<file path="config.mk">
export PLATFORM = sky130hd
export DESIGN_NAME = des_core_iter
export DESIGN_NICKNAME = d
export VERILOG_FILES = /design/src/rtl/des_core_iter.sv
export SDC_FILE = /design/constraint.sdc
export NUM_CORES = 1
export LEC_CHECK = 0
export BUFFER_PORTS_ARGS = -buffer_cell sky130_fd_sc_hd__clkbuf_2
export CORE_MARGIN = 8
export CORE_UTILIZATION = 30
export DETAILED_ROUTE_END_ITERATION = 10
export PLACE_DENSITY = 0.65
export SETUP_SLACK_MARGIN = 0.3
export SLEW_MARGIN = 20
export SYNTH_ARGS = -nofsm -noshare
export SYNTH_HDL_FRONTEND = slang
export SYNTH_SLANG_ARGS = --single-unit
</file>
<file path="constraint.sdc">
create_clock -name clk -period 2.49 [get_ports clk]
set_input_delay 0.249 -clock clk [delete_from_list [all_inputs] [get_ports clk]]
set_output_delay 0.249 -clock clk [all_outputs]
set_load 0.05 [all_outputs]
</file>
<file path="src/rtl/des_core_iter.sv">
// des_core_iter
// Iterative DES engine that encrypts or decrypts one 64-bit block per
// transaction. ROUNDS_PER_CYCLE rounds are chained combinationally per clock,
// so a block takes 16/ROUNDS_PER_CYCLE RUN cycles.
//
// Ports:
//   clk        system clock, rising edge
//   rst        asynchronous active-high reset
//   mode       0 = encrypt, 1 = decrypt (captured when a block is accepted)
//   in_valid   in/key/mode are valid
//   in_ready   core can accept a block this cycle
//   in         input block, bit 63 = FIPS bit 1
//   key        64-bit key, parity bits ignored
//   out_valid  out holds a finished result
//   out_ready  sink takes out this cycle
//   out        result block
//   busy       high while a block is in flight or waiting in DONE
module des_core_iter #(
    parameter int ROUNDS_PER_CYCLE = 1
) (
    input  logic        clk,
    input  logic        rst,
    input  logic        mode,
    input  logic        in_valid,
    output logic        in_ready,
    input  logic [63:0] in,
    input  logic [63:0] key,
    output logic        out_valid,
    input  logic        out_ready,
    output logic [63:0] out,
    output logic        busy
);

    if (!(ROUNDS_PER_CYCLE inside {1, 2, 4, 8, 16})) begin : g_bad_rounds
        $error("des_core_iter: ROUNDS_PER_CYCLE must be 1, 2, 4, 8 or 16");
    end

    // Permutation tables hold 1-based FIPS bit numbers, bit 1 being the MSB.
    localparam int IP_T [64] = '{
        58, 50, 42, 34, 26, 18, 10, 2, 60, 52, 44, 36, 28, 20, 12, 4,
        62, 54, 46, 38, 30, 22, 14, 6, 64, 56, 48, 40, 32, 24, 16, 8,
        57, 49, 41, 33, 25, 17,  9, 1, 59, 51, 43, 35, 27, 19, 11, 3,
        61, 53, 45, 37, 29, 21, 13, 5, 63, 55, 47, 39, 31, 23, 15, 7
    };

    localparam int FP_T [64] = '{
        40, 8, 48, 16, 56, 24, 64, 32, 39, 7, 47, 15, 55, 23, 63, 31,
        38, 6, 46, 14, 54, 22, 62, 30, 37, 5, 45, 13, 53, 21, 61, 29,
        36, 4, 44, 12, 52, 20, 60, 28, 35, 3, 43, 11, 51, 19, 59, 27,
        34, 2, 42, 10, 50, 18, 58, 26, 33, 1, 41,  9, 49, 17, 57, 25
    };

    localparam int E_T [48] = '{
        32,  1,  2,  3,  4,  5,  4,  5,  6,  7,  8,  9,
         8,  9, 10, 11, 12, 13, 12, 13, 14, 15, 16, 17,
        16, 17, 18, 19, 20, 21, 20, 21, 22, 23, 24, 25,
        24, 25, 26, 27, 28, 29, 28, 29, 30, 31, 32,  1
    };

    localparam int P_T [32] = '{
        16,  7, 20, 21, 29, 12, 28, 17,  1, 15, 23, 26,  5, 18, 31, 10,
         2,  8, 24, 14, 32, 27,  3,  9, 19, 13, 30,  6, 22, 11,  4, 25
    };

    localparam int PC1_T [56] = '{
        57, 49, 41, 33, 25, 17,  9,  1, 58, 50, 42, 34, 26, 18,
        10,  2, 59, 51, 43, 35, 27, 19, 11,  3, 60, 52, 44, 36,
        63, 55, 47, 39, 31, 23, 15,  7, 62, 54, 46, 38, 30, 22,
        14,  6, 61, 53, 45, 37, 29, 21, 13,  5, 28, 20, 12,  4
    };

    localparam int PC2_T [48] = '{
        14, 17, 11, 24,  1,  5,  3, 28, 15,  6, 21, 10,
        23, 19, 12,  4, 26,  8, 16,  7, 27, 20, 13,  2,
        41, 52, 31, 37, 47, 55, 30, 40, 51, 45, 33, 48,
        44, 49, 39, 56, 34, 53, 46, 42, 50, 36, 29, 32
    };

    // S-boxes, row-major: entry index = row*16 + column.
    localparam logic [3:0] SBOX [8][64] = '{
        '{4'd14, 4'd4, 4'd13, 4'd1, 4'd2, 4'd15, 4'd11, 4'd8, 4'd3, 4'd10, 4'd6, 4'd12, 4'd5, 4'd9, 4'd0, 4'd7,
          4'd0, 4'd15, 4'd7, 4'd4, 4'd14, 4'd2, 4'd13, 4'd1, 4'd10, 4'd6, 4'd12, 4'd11, 4'd9, 4'd5, 4'd3, 4'd8,
          4'd4, 4'd1, 4'd14, 4'd8, 4'd13, 4'd6, 4'd2, 4'd11, 4'd15, 4'd12, 4'd9, 4'd7, 4'd3, 4'd10, 4'd5, 4'd0,
          4'd15, 4'd12, 4'd8, 4'd2, 4'd4, 4'd9, 4'd1, 4'd7, 4'd5, 4'd11, 4'd3, 4'd14, 4'd10, 4'd0, 4'd6, 4'd13},
        '{4'd15, 4'd1, 4'd8, 4'd14, 4'd6, 4'd11, 4'd3, 4'd4, 4'd9, 4'd7, 4'd2, 4'd13, 4'd12, 4'd0, 4'd5, 4'd10,
          4'd3, 4'd13, 4'd4, 4'd7, 4'd15, 4'd2, 4'd8, 4'd14, 4'd12, 4'd0, 4'd1, 4'd10, 4'd6, 4'd9, 4'd11, 4'd5,
          4'd0, 4'd14, 4'd7, 4'd11, 4'd10, 4'd4, 4'd13, 4'd1, 4'd5, 4'd8, 4'd12, 4'd6, 4'd9, 4'd3, 4'd2, 4'd15,
          4'd13, 4'd8, 4'd10, 4'd1, 4'd3, 4'd15, 4'd4, 4'd2, 4'd11, 4'd6, 4'd7, 4'd12, 4'd0, 4'd5, 4'd14, 4'd9},
        '{4'd10, 4'd0, 4'd9, 4'd14, 4'd6, 4'd3, 4'd15, 4'd5, 4'd1, 4'd13, 4'd12, 4'd7, 4'd11, 4'd4, 4'd2, 4'd8,
          4'd13, 4'd7, 4'd0, 4'd9, 4'd3, 4'd4, 4'd6, 4'd10, 4'd2, 4'd8, 4'd5, 4'd14, 4'd12, 4'd11, 4'd15, 4'd1,
          4'd13, 4'd6, 4'd4, 4'd9, 4'd8, 4'd15, 4'd3, 4'd0, 4'd11, 4'd1, 4'd2, 4'd12, 4'd5, 4'd10, 4'd14, 4'd7,
          4'd1, 4'd10, 4'd13, 4'd0, 4'd6, 4'd9, 4'd8, 4'd7, 4'd4, 4'd15, 4'd14, 4'd3, 4'd11, 4'd5, 4'd2, 4'd12},
        '{4'd7, 4'd13, 4'd14, 4'd3, 4'd0, 4'd6, 4'd9, 4'd10, 4'd1, 4'd2, 4'd8, 4'd5, 4'd11, 4'd12, 4'd4, 4'd15,
          4'd13, 4'd8, 4'd11, 4'd5, 4'd6, 4'd15, 4'd0, 4'd3, 4'd4, 4'd7, 4'd2, 4'd12, 4'd1, 4'd10, 4'd14, 4'd9,
          4'd10, 4'd6, 4'd9, 4'd0, 4'd12, 4'd11, 4'd7, 4'd13, 4'd15, 4'd1, 4'd3, 4'd14, 4'd5, 4'd2, 4'd8, 4'd4,
          4'd3, 4'd15, 4'd0, 4'd6, 4'd10, 4'd1, 4'd13, 4'd8, 4'd9, 4'd4, 4'd5, 4'd11, 4'd12, 4'd7, 4'd2, 4'd14},
        '{4'd2, 4'd12, 4'd4, 4'd1, 4'd7, 4'd10, 4'd11, 4'd6, 4'd8, 4'd5, 4'd3, 4'd15, 4'd13, 4'd0, 4'd14, 4'd9,
          4'd14, 4'd11, 4'd2, 4'd12, 4'd4, 4'd7, 4'd13, 4'd1, 4'd5, 4'd0, 4'd15, 4'd10, 4'd3, 4'd9, 4'd8, 4'd6,
          4'd4, 4'd2, 4'd1, 4'd11, 4'd10, 4'd13, 4'd7, 4'd8, 4'd15, 4'd9, 4'd12, 4'd5, 4'd6, 4'd3, 4'd0, 4'd14,
          4'd11, 4'd8, 4'd12, 4'd7, 4'd1, 4'd14, 4'd2, 4'd13, 4'd6, 4'd15, 4'd0, 4'd9, 4'd10, 4'd4, 4'd5, 4'd3},
        '{4'd12, 4'd1, 4'd10, 4'd15, 4'd9, 4'd2, 4'd6, 4'd8, 4'd0, 4'd13, 4'd3, 4'd4, 4'd14, 4'd7, 4'd5, 4'd11,
          4'd10, 4'd15, 4'd4, 4'd2, 4'd7, 4'd12, 4'd9, 4'd5, 4'd6, 4'd1, 4'd13, 4'd14, 4'd0, 4'd11, 4'd3, 4'd8,
          4'd9, 4'd14, 4'd15, 4'd5, 4'd2, 4'd8, 4'd12, 4'd3, 4'd7, 4'd0, 4'd4, 4'd10, 4'd1, 4'd13, 4'd11, 4'd6,
          4'd4, 4'd3, 4'd2, 4'd12, 4'd9, 4'd5, 4'd15, 4'd10, 4'd11, 4'd14, 4'd1, 4'd7, 4'd6, 4'd0, 4'd8, 4'd13},
        '{4'd4, 4'd11, 4'd2, 4'd14, 4'd15, 4'd0, 4'd8, 4'd13, 4'd3, 4'd12, 4'd9, 4'd7, 4'd5, 4'd10, 4'd6, 4'd1,
          4'd13, 4'd0, 4'd11, 4'd7, 4'd4, 4'd9, 4'd1, 4'd10, 4'd14, 4'd3, 4'd5, 4'd12, 4'd2, 4'd15, 4'd8, 4'd6,
          4'd1, 4'd4, 4'd11, 4'd13, 4'd12, 4'd3, 4'd7, 4'd14, 4'd10, 4'd15, 4'd6, 4'd8, 4'd0, 4'd5, 4'd9, 4'd2,
          4'd6, 4'd11, 4'd13, 4'd8, 4'd1, 4'd4, 4'd10, 4'd7, 4'd9, 4'd5, 4'd0, 4'd15, 4'd14, 4'd2, 4'd3, 4'd12},
        '{4'd13, 4'd2, 4'd8, 4'd4, 4'd6, 4'd15, 4'd11, 4'd1, 4'd10, 4'd9, 4'd3, 4'd14, 4'd5, 4'd0, 4'd12, 4'd7,
          4'd1, 4'd15, 4'd13, 4'd8, 4'd10, 4'd3, 4'd7, 4'd4, 4'd12, 4'd5, 4'd6, 4'd11, 4'd0, 4'd14, 4'd9, 4'd2,
          4'd7, 4'd11, 4'd4, 4'd1, 4'd9, 4'd12, 4'd14, 4'd2, 4'd0, 4'd6, 4'd10, 4'd13, 4'd15, 4'd3, 4'd5, 4'd8,
          4'd2, 4'd1, 4'd14, 4'd7, 4'd4, 4'd10, 4'd8, 4'd13, 4'd15, 4'd12, 4'd9, 4'd0, 4'd3, 4'd5, 4'd6, 4'd11}
    };

    typedef enum logic [1:0] {
        IDLE,
        RUN,
        DONE
    } state_t;

    function automatic logic [63:0] perm_ip(input logic [63:0] x);
        logic [63:0] y;
        y = '0;
        for (int j = 0; j < 64; j++) y[6'(63 - j)] = x[6'(64 - IP_T[j])];
        return y;
    endfunction

    function automatic logic [63:0] perm_fp(input logic [63:0] x);
        logic [63:0] y;
        y = '0;
        for (int j = 0; j < 64; j++) y[6'(63 - j)] = x[6'(64 - FP_T[j])];
        return y;
    endfunction

    function automatic logic [55:0] perm_pc1(input logic [63:0] x);
        logic [55:0] y;
        y = '0;
        for (int j = 0; j < 56; j++) y[6'(55 - j)] = x[6'(64 - PC1_T[j])];
        return y;
    endfunction

    function automatic logic [47:0] perm_pc2(input logic [55:0] x);
        logic [47:0] y;
        y = '0;
        for (int j = 0; j < 48; j++) y[6'(47 - j)] = x[6'(56 - PC2_T[j])];
        return y;
    endfunction

    function automatic logic [47:0] expand_e(input logic [31:0] x);
        logic [47:0] y;
        y = '0;
        for (int j = 0; j < 48; j++) y[6'(47 - j)] = x[5'(32 - E_T[j])];
        return y;
    endfunction

    function automatic logic [31:0] perm_p(input logic [31:0] x);
        logic [31:0] y;
        y = '0;
        for (int j = 0; j < 32; j++) y[5'(31 - j)] = x[5'(32 - P_T[j])];
        return y;
    endfunction

    // Feistel function: each 6-bit group picks its S-box row from its outer
    // bits and its column from the inner four.
    function automatic logic [31:0] feistel(input logic [31:0] r, input logic [47:0] k);
        logic [47:0] x;
        logic [31:0] s;
        logic [5:0]  b;
        x = expand_e(r) ^ k;
        s = '0;
        for (int n = 0; n < 8; n++) begin
            b = 6'(x >> (42 - 6 * n));
            s = {s[27:0], SBOX[3'(n)][{b[5], b[0], b[4:1]}]};
        end
        return perm_p(s);
    endfunction

    // Rounds 0, 1, 8 and 15 shift by one; every other round shifts by two.
    function automatic logic shift_is_two(input logic [3:0] i);
        return !((i == 4'd0) || (i == 4'd1) || (i == 4'd8) || (i == 4'd15));
    endfunction

    function automatic logic [27:0] rotl28(input logic [27:0] x, input logic two);
        return two ? {x[25:0], x[27:26]} : {x[26:0], x[27]};
    endfunction

    function automatic logic [27:0] rotr28(input logic [27:0] x, input logic two);
        return two ? {x[1:0], x[27:2]} : {x[0], x[27:1]};
    endfunction

    state_t      state_q, state_d;
    logic [3:0]  rnd_q, rnd_d;
    logic [31:0] l_q, l_d, r_q, r_d;
    logic [27:0] c_q, c_d, d_q, d_d;
    logic        mode_q, mode_d;
    logic [63:0] out_q, out_d;
    logic        out_valid_q, out_valid_d;

    logic [31:0] l_n, r_n;
    logic [27:0] c_n, d_n;
    logic        accept;
    logic        last_cycle;
    logic [63:0] ip_in;
    logic [55:0] pc1_key;

    assign ip_in      = perm_ip(in);
    assign pc1_key    = perm_pc1(key);
    assign last_cycle = (5'(rnd_q) + 5'(ROUNDS_PER_CYCLE)) == 5'd16;

    // Round datapath: ROUNDS_PER_CYCLE rounds chained with consecutive round
    // numbers. Decryption takes the subkey from the current C/D before rotating
    // right, so its first round sees K16 straight from the PC1 registers.
    always_comb begin
        logic [31:0] lt, rt, ft;
        logic [27:0] ct, dt;
        logic [47:0] kt;
        logic [3:0]  ri;
        lt = l_q;
        rt = r_q;
        ct = c_q;
        dt = d_q;
        ft = '0;
        kt = '0;
        ri = '0;
        for (int j = 0; j < ROUNDS_PER_CYCLE; j++) begin
            ri = rnd_q + 4'(j);
            if (!mode_q) begin
                ct = rotl28(ct, shift_is_two(ri));
                dt = rotl28(dt, shift_is_two(ri));
            end
            kt = perm_pc2({ct, dt});
            ft = feistel(rt, kt);
            {lt, rt} = {rt, lt ^ ft};
            if (mode_q) begin
                ct = rotr28(ct, shift_is_two(4'd15 - ri));
                dt = rotr28(dt, shift_is_two(4'd15 - ri));
            end
        end
        l_n = lt;
        r_n = rt;
        c_n = ct;
        d_n = dt;
    end

    // Control: acceptance is legal in IDLE or in DONE while the sink takes the
    // current result, which lets a new block start on the hand-off edge.
    always_comb begin
        state_d     = state_q;
        rnd_d       = rnd_q;
        l_d         = l_q;
        r_d         = r_q;
        c_d         = c_q;
        d_d         = d_q;
        mode_d      = mode_q;
        out_d       = out_q;
        out_valid_d = out_valid_q;
        in_ready    = (state_q == IDLE) || ((state_q == DONE) && out_ready);
        accept      = in_valid && in_ready;

        case (state_q)
            IDLE: begin
            end
            RUN: begin
                l_d = l_n;
                r_d = r_n;
                c_d = c_n;
                d_d = d_n;
                if (last_cycle) begin
                    // Final swap undone by presenting R16 before L16.
                    out_d       = perm_fp({r_n, l_n});
                    out_valid_d = 1'b1;
                    rnd_d       = '0;
                    state_d     = DONE;
                end else begin
                    rnd_d = rnd_q + 4'(ROUNDS_PER_CYCLE);
                end
            end
            DONE: begin
                if (out_ready) begin
                    out_valid_d = 1'b0;
                    state_d     = IDLE;
                end
            end
            default: state_d = IDLE;
        endcase

        if (accept) begin
            {l_d, r_d}  = ip_in;
            {c_d, d_d}  = pc1_key;
            mode_d      = mode;
            rnd_d       = '0;
            out_valid_d = 1'b0;
            state_d     = RUN;
        end
    end

    always_ff @(posedge clk or posedge rst) begin
        if (rst) begin
            state_q     <= IDLE;
            rnd_q       <= '0;
            l_q         <= '0;
            r_q         <= '0;
            c_q         <= '0;
            d_q         <= '0;
            mode_q      <= 1'b0;
            out_q       <= '0;
            out_valid_q <= 1'b0;
        end else begin
            state_q     <= state_d;
            rnd_q       <= rnd_d;
            l_q         <= l_d;
            r_q         <= r_d;
            c_q         <= c_d;
            d_q         <= d_d;
            mode_q      <= mode_d;
            out_q       <= out_d;
            out_valid_q <= out_valid_d;
        end
    end

    assign out       = out_q;
    assign out_valid = out_valid_q;
    assign busy      = (state_q != IDLE);

endmodule

</file>
==> results.py, run 1 <==
metrics = {
    "run_status": {
        "status": "complete, no violations",
    },
    "finish": {
        "syn_to_final_growth_pct": 9.37,
        "multi_input_area_um2": 930,
        "seq_area_mm2": 0.00118,
        "final_nets": 389,
        "fillers": 796,
        "antenna_cells": 0,
        "final_layout_size_suffix_gt1_share_pct": 28.1,
        "instances_no_fill": 358,
    },
    "grt": {
        "grt_pass1_wl_um": 8390,
        "grt_pass1_vias": 1760,
        "antenna_found_initial": 0,
        "grt_util_all_layers_pct": 9.29,
        "grt_overflow": 0,
        "grt_max_degree": 30,
    },
    "sta": {
        "fin_hold_ws_ps": 165,
        "clock_skew_ps": 5.82,
        "tns_ps": 0,
        "grt_setup_unrepaired": "no",
        "hold_violations": 0,
        "fmax_mhz": 536,
        "min_period_over_period_pct": 75.0,
        "setup_viol_count_final": 0,
        "finalCriticalPeriod_ps": 1870,
        "finalMaxSlewViolations": 0,
        "tightest_slew_ps": 773,
        "slew-limit-headroom_pct": 48.5,
    },
    "placed_design": {
        "io_buffers": 38,
        "gp_congestion": 0.699,
        "dp.cells": 349,
        "dp_hpwl_um": 3450,
    },
    "synthesis": {
        "avgSynthCellArea_um2": 10.9,
        "yosys.cell_types.count": 31,
        "yosysSeqAreaShare_pct": 49.8,
        "ys_warn_count": 0,
        "synth-async-reset-ratio_pct": 100,
        "synth_cells": 217,
        "synth_enable_flop_cells": 0,
        "synth_common_cells": "buf_4, dfrtp_1, nand2_1",
        "yosysTopAreaCell": "dfrtp_1",
        "synth_area_leaders": "dfrtp_1, buf_4, mux2_4",
        "ys_ff_latch": 47,
        "syn-cell-area_mm2": 0.00236,
        "synth_top_area_share_pct": 49.8,
        "synth.most_common_cell": "buf_4",
        "synth_ff_type": "dfrtp_1",
    },
    "pwr": {
        "p_seq_share_pct": 41.9,
        "p_leak_nw": 1.34,
        "p_per_area_mw_per_mm2": 1040,
        "p_comb_share_pct": 36.5,
        "p_switching_mw": 1.08,
        "internal-power_mw": 1.61,
        "swShare_pct": 40.1,
        "p_clk_share_pct": 21.6,
        "peakVddDrop_mv": 0.339,
    },
    "floorplan": {
        "die_h_um": 105,
        "io_pins": 200,
        "fp.dieW_um": 105,
        "start_util_pct": 30.7,
        "dieArea_mm2": 0.0110,
        "core_area_mm2": 0.00769,
        "rows": 32,
    },
    "worst_setup_path": {
        "r2r_cells": 3,
        "crit_type": "reg -> reg",
        "arrival_ps": 2060,
        "rr_startpoint": "state_q[1]",
        "rrSetupSlack_ps": 620,
        "crit_fanout": 22,
        "end_kind": "flop",
        "rr_endpoint": "out[21]",
        "cp.required_ps": 2680,
        "cp-start-kind": "flop",
    },
    "clock_network": {
        "clockRootBuffer": "clkbuf_8",
        "clk_pin_slew_ps": 90,
        "worstSkewPairLatency_ps": 300,
        "cts_tree": "done",
        "htree_levels": 2,
        "cts_sinks": 47,
        "post_cts_buffers": 0,
        "cts_buffers": 5,
        "clockBufferDepth": 2,
        "cts-resized-gates": 0,
    },
    "route": {
        "vias": 1548,
        "wl_per_cell_um": 13.6,
        "vias_per_cell": 4.32,
        "first_pass_iters": 4,
        "drtIter0Drc": 45,
        "postRouteAntennaNets": 0,
        "drc": 0,
        "wirelength_um": 4870,
    },
    "worst_hold_path": {
        "hold_path.class": "in -> reg",
        "whs_path_depth": 3,
        "min_from": "in[17]",
        "hold_path_end": "l_n[5]",
    },
    "job": {
        "max-cap-violations": 0,
    },
}
routing by layer:
metal  track usage [%]  part of all wire, %  up-vias
met3              3.75                  7.8        6
met2              13.8                   42       89
met1              11.8                   48      739
li1                  -                    -      714
met5                 0                    0        -
met4              3.67                  1.6        0
layout make-up:
type                    instances  share of cell area (%)
flip-flops and latches         47                    45.5
well taps                     102                    4.94
clock inverters                 2                    1.36
clock buffers                   6                    3.19
repair buffers                 43                    8.91
multi-input cells             157                    36.0
inverters                       1                   0.145
critical path, cell delays in order (launching register included):
cell,delay (ps)
dfrtp_1,440
and2b_4,450
and4_4,490
mux2_2,380
through the flow:
stage               cell area (um^2)  total power, mW  util, %  setup WS, ps
finish                          2580             2.69     33.6           623
global route                    2580             2.87     33.6           534
CTS                             2580             2.71     33.6           624
detailed placement              2460             2.12     32.0           636
global placement                2460             2.10     32.0           654
floorplan                       2540             1.99        -           953
flip-flops by register name, indices dropped and copies added (netlist names):
register / count
state_q: 2
rnd_q: 4
out: 16
l_q: 8
l_n: 16
out_valid: 1
cells by family (layout without fill, tap and decap cells):
kind of cell	count (synthesis)	after routing	share of synthesized area, %
buffers and inverters	60	52	18.4
and+or+nand+nor	58	58	12.0
DFF	47	47	49.8
AOI/OAI and AO/OA	31	31	8.68
muxes	18	18	10.1
adders and majority gates	1	1	0.529
other	1	48	0.159
xor gates and xnor gates	1	1	0.371
what timing repair did:
item | CTS | global route
hold buffers | 1 | 0
endpoints found under the setup margin | 0 | 0
endpoints found under the hold margin | 18 | 0
power groups by stage:
| stage | Sequential [mW] | Clock (mW) | Combinational (mW) |
|---|---|---|---|
| after floorplan | 1.25 | 0 | 0.732 |
| after global placement | 1.13 | 0 | 0.970 |
| after detailed placement | 1.14 | 0 | 0.983 |
| after CTS | 1.13 | 0.594 | 0.988 |
| after global routing | 1.16 | 0.627 | 1.08 |
| final | 1.13 | 0.581 | 0.980 |
worst max path at each step:
stage / start / to / slack (ps)
2_1_floorplan: state_q[1] / out[11] / 950
3_3_place_gp: state_q[1] / out[27] / 650
3_5_place_dp: state_q[1] / out[27] / 640
4_1_cts: state_q[1] / out[27] / 620
5_1_grt: state_q[1] / out[21] / 530
6_report: state_q[1] / out[21] / 620
layout by cell type, fill, tap and decap left out, types with 2 or more instances in the layout:
master     n
clkbuf_8   6
and3_1     9
mux2_4    10
clkbuf_2  38
nand2_1   27
buf_4      4
mux2_2     7
nor2_1     4
nor2b_1    2
a221o_1    8
dfrtp_1   47
nand2b_1   3
o21ai_0   18
nand3_1    9
conb_1    48
No activity file was read; power rests on OpenSTA's default activity.
==> run 2: changes to the inputs <==
PLACE_DENSITY = 0.68   (was 0.65)
clock period = 1.59 ns   (was 2.49 ns; I/O delays follow)
==> run 2 against run 1 <==
Design area grew 10%. Worst setup slack lost 510 ps. Critical path depth grew 1. Clock power grew 28%. Die area is the same. Flip-flop and latch count is the same. Core utilization grew 3.4 points. First-iteration DRC count grew 6.7%.
==> results.py, run 2 (same netlist as run 1, synthesis figures left out) <==
metrics = {
    "finish": {
        "antenna_cells": 0,
        "final_cell_area_mm2": 0.00285,
        "fillers": 753,
        "final_layout_size_suffix_gt1_share_pct": 34.2,
        "layout_commonest_cell": "conb_1",
        "final_nets": 402,
        "final_cell_mix": "conb_1, dfrtp_1, clkbuf_2, nand2_1, mux2_4",
        "multi_input_area_mm2": 0.00101,
        "seq_area_mm2": 0.00118,
        "syn_to_final_growth_pct": 20.5,
    },
    "job": {
        "max-cap-violations": 0,
    },
    "worst_hold_path": {
        "whs_path_depth": 3,
        "hold_path_end": "l_n[4]",
        "hold_path.class": "in -> reg",
        "min_from": "in[25]",
    },
    "floorplan": {
        "die_h_um": 105,
        "core_area_mm2": 0.00769,
        "dieArea_mm2": 0.0110,
        "rows": 32,
        "fp.dieW_um": 105,
        "io_pins": 200,
        "start_util_pct": 30.7,
    },
    "pwr": {
        "p_seq_share_pct": 40.1,
        "p_leak_nw": 1.44,
        "swShare_pct": 40.6,
        "p_per_area_mw_per_mm2": 1540,
        "p_comb_share_pct": 42.9,
        "internal-power_mw": 2.61,
        "peakVddDrop_mv": 0.415,
        "p_clk_share_pct": 17.0,
        "p_switching_mw": 1.78,
    },
    "worst_setup_path": {
        "end_kind": "flop",
        "cp_top_family": "simple AND/OR/NAND/NOR gates",
        "cp.required_ps": 1770,
        "cp_num_buf_inv": 1,
        "rrSetupSlack_ps": 120,
        "cp-startpoint": "state_q[1]",
        "arrival_ps": 1650,
        "rr_endpoint": "out[13]",
        "r2r_cells": 4,
        "cp_slowest_cell": "dfrtp_1",
        "cp_cell_sequence": "and2b_4, and4_4, clkbuf_16, mux2_4",
        "rr_startpoint": "state_q[1]",
        "crit_fanout": 6,
        "cp-start-kind": "flop",
        "crit_type": "reg -> reg",
        "slowest_delay_ps": 390,
    },
    "route": {
        "drc": 0,
        "drtIter0Drc": 48,
        "wl_per_cell_um": 14.4,
        "wirelength_um": 5350,
        "vias": 1644,
        "postRouteAntennaNets": 0,
        "first_pass_iters": 4,
        "vias_per_cell": 4.43,
    },
    "grt": {
        "grt_overflow": 0,
        "grt_pass1_wl_um": 8580,
        "antenna_found_initial": 0,
        "grt_max_degree": 22,
        "grt_pass1_vias": 1833,
        "grt_util_all_layers_pct": 9.38,
    },
    "clock_network": {
        "clk_pin_slew_ps": 90,
        "clockBufferDepth": 2,
        "htree_levels": 2,
        "clockRootBuffer": "clkbuf_8",
        "cts_buffers": 5,
        "cts_tree": "done",
        "cts_sinks": 47,
        "worstSkewPairLatency_ps": 300,
    },
    "sta": {
        "finalMaxSlewViolations": 0,
        "tns_ps": 0,
        "min_period_over_period_pct": 92.7,
        "setup_viol_count_final": 0,
        "hold_violations": 0,
        "fmax_mhz": 678,
        "clock_skew_ps": 12.1,
        "finalCriticalPeriod_ps": 1470,
        "grt_setup_unrepaired": "yes",
    },
    "placed_design": {
        "io_buffers": 38,
        "gp_congestion": 0.776,
        "place_area_mm2": 0.00254,
        "dp_hpwl_um": 3750,
    },
    "run_status": {
        "status": "complete, no violations",
    },
}
run 2: cell types whose count changed in the layout (fill, tap and decap cells not counted), sizes merged:
cell and delta:
bufinv -1, buf +13, clkbuf +1
run 2: repair_timing:
item                                    in CTS  in global routing
gates resized for setup                      8                 23
gates cloned                                 0                  2
endpoints found under the setup margin      42                 41
hold endpoints to repair                    15                  0
hold buffers                                 1                  0
buffers inserted                             2                  3
pin swaps                                    1                  2
run 2: stage by stage:
step / cells / util [%] / hold WS [ps] / worst slack, ps / total power, mW
floorplan: 264 / - / 298 / 68.4 / 3.13
global placement: 355 / 33.0 / 136 / 69.9 / 3.38
detailed placement: 355 / 33.0 / 140 / 61.0 / 3.43
CTS: 366 / 35.3 / 85.9 / 116 / 4.23
global route: 371 / 37.1 / 86.7 / 76.9 / 4.64
finish: 371 / 37.1 / 73.7 / 115 / 4.39
run 2: worst max-delay path by stage:
stage | endpoint | cells past startpoint
detailed placement | out[31] | 3
global route | out[3] | 4
global placement | out[29] | 3
floorplan | out[11] | 5
finish | out[13] | 4
CTS | busy | 3
run 2: tightest hold or removal path: cells and delay by family:
kind / cells / cell delay [ps]
buffers and inverters: 1 / 90
and+or+nand+nor: 1 / 50
AOI/OAI and AO/OA: 1 / 50
run 2: power by group through the flow:
stage | registers, mW | clock network (mW) | logic, mW
after global placement | 1.75 | 0 | 1.62
after global routing | 1.80 | 0.810 | 2.03
after CTS | 1.75 | 0.759 | 1.72
after detailed placement | 1.78 | 0 | 1.66
final | 1.76 | 0.744 | 1.88
after floorplan | 1.96 | 0 | 1.16
run 2: cell type report:
type                       instances  share of cell area, %
sequential                        47                   41.3
multi-input combinational        157                   35.4
timing repair buffer              56                   15.4
tap                              102                   4.48
clock buffer                       7                   3.03
clock inverter                     1                  0.307
inverter                           1                  0.132
run 2: metal layers:
layer / track usage (%) / up-vias / share of wire (%)
met1: 11.6 / 808 / 46
met3: 3.01 / 5 / 7.1
li1: - / 742 / -
met4: 3.36 / 0 / 1.1
met5: 0 / - / 0
met2: 15.0 / 89 / 46
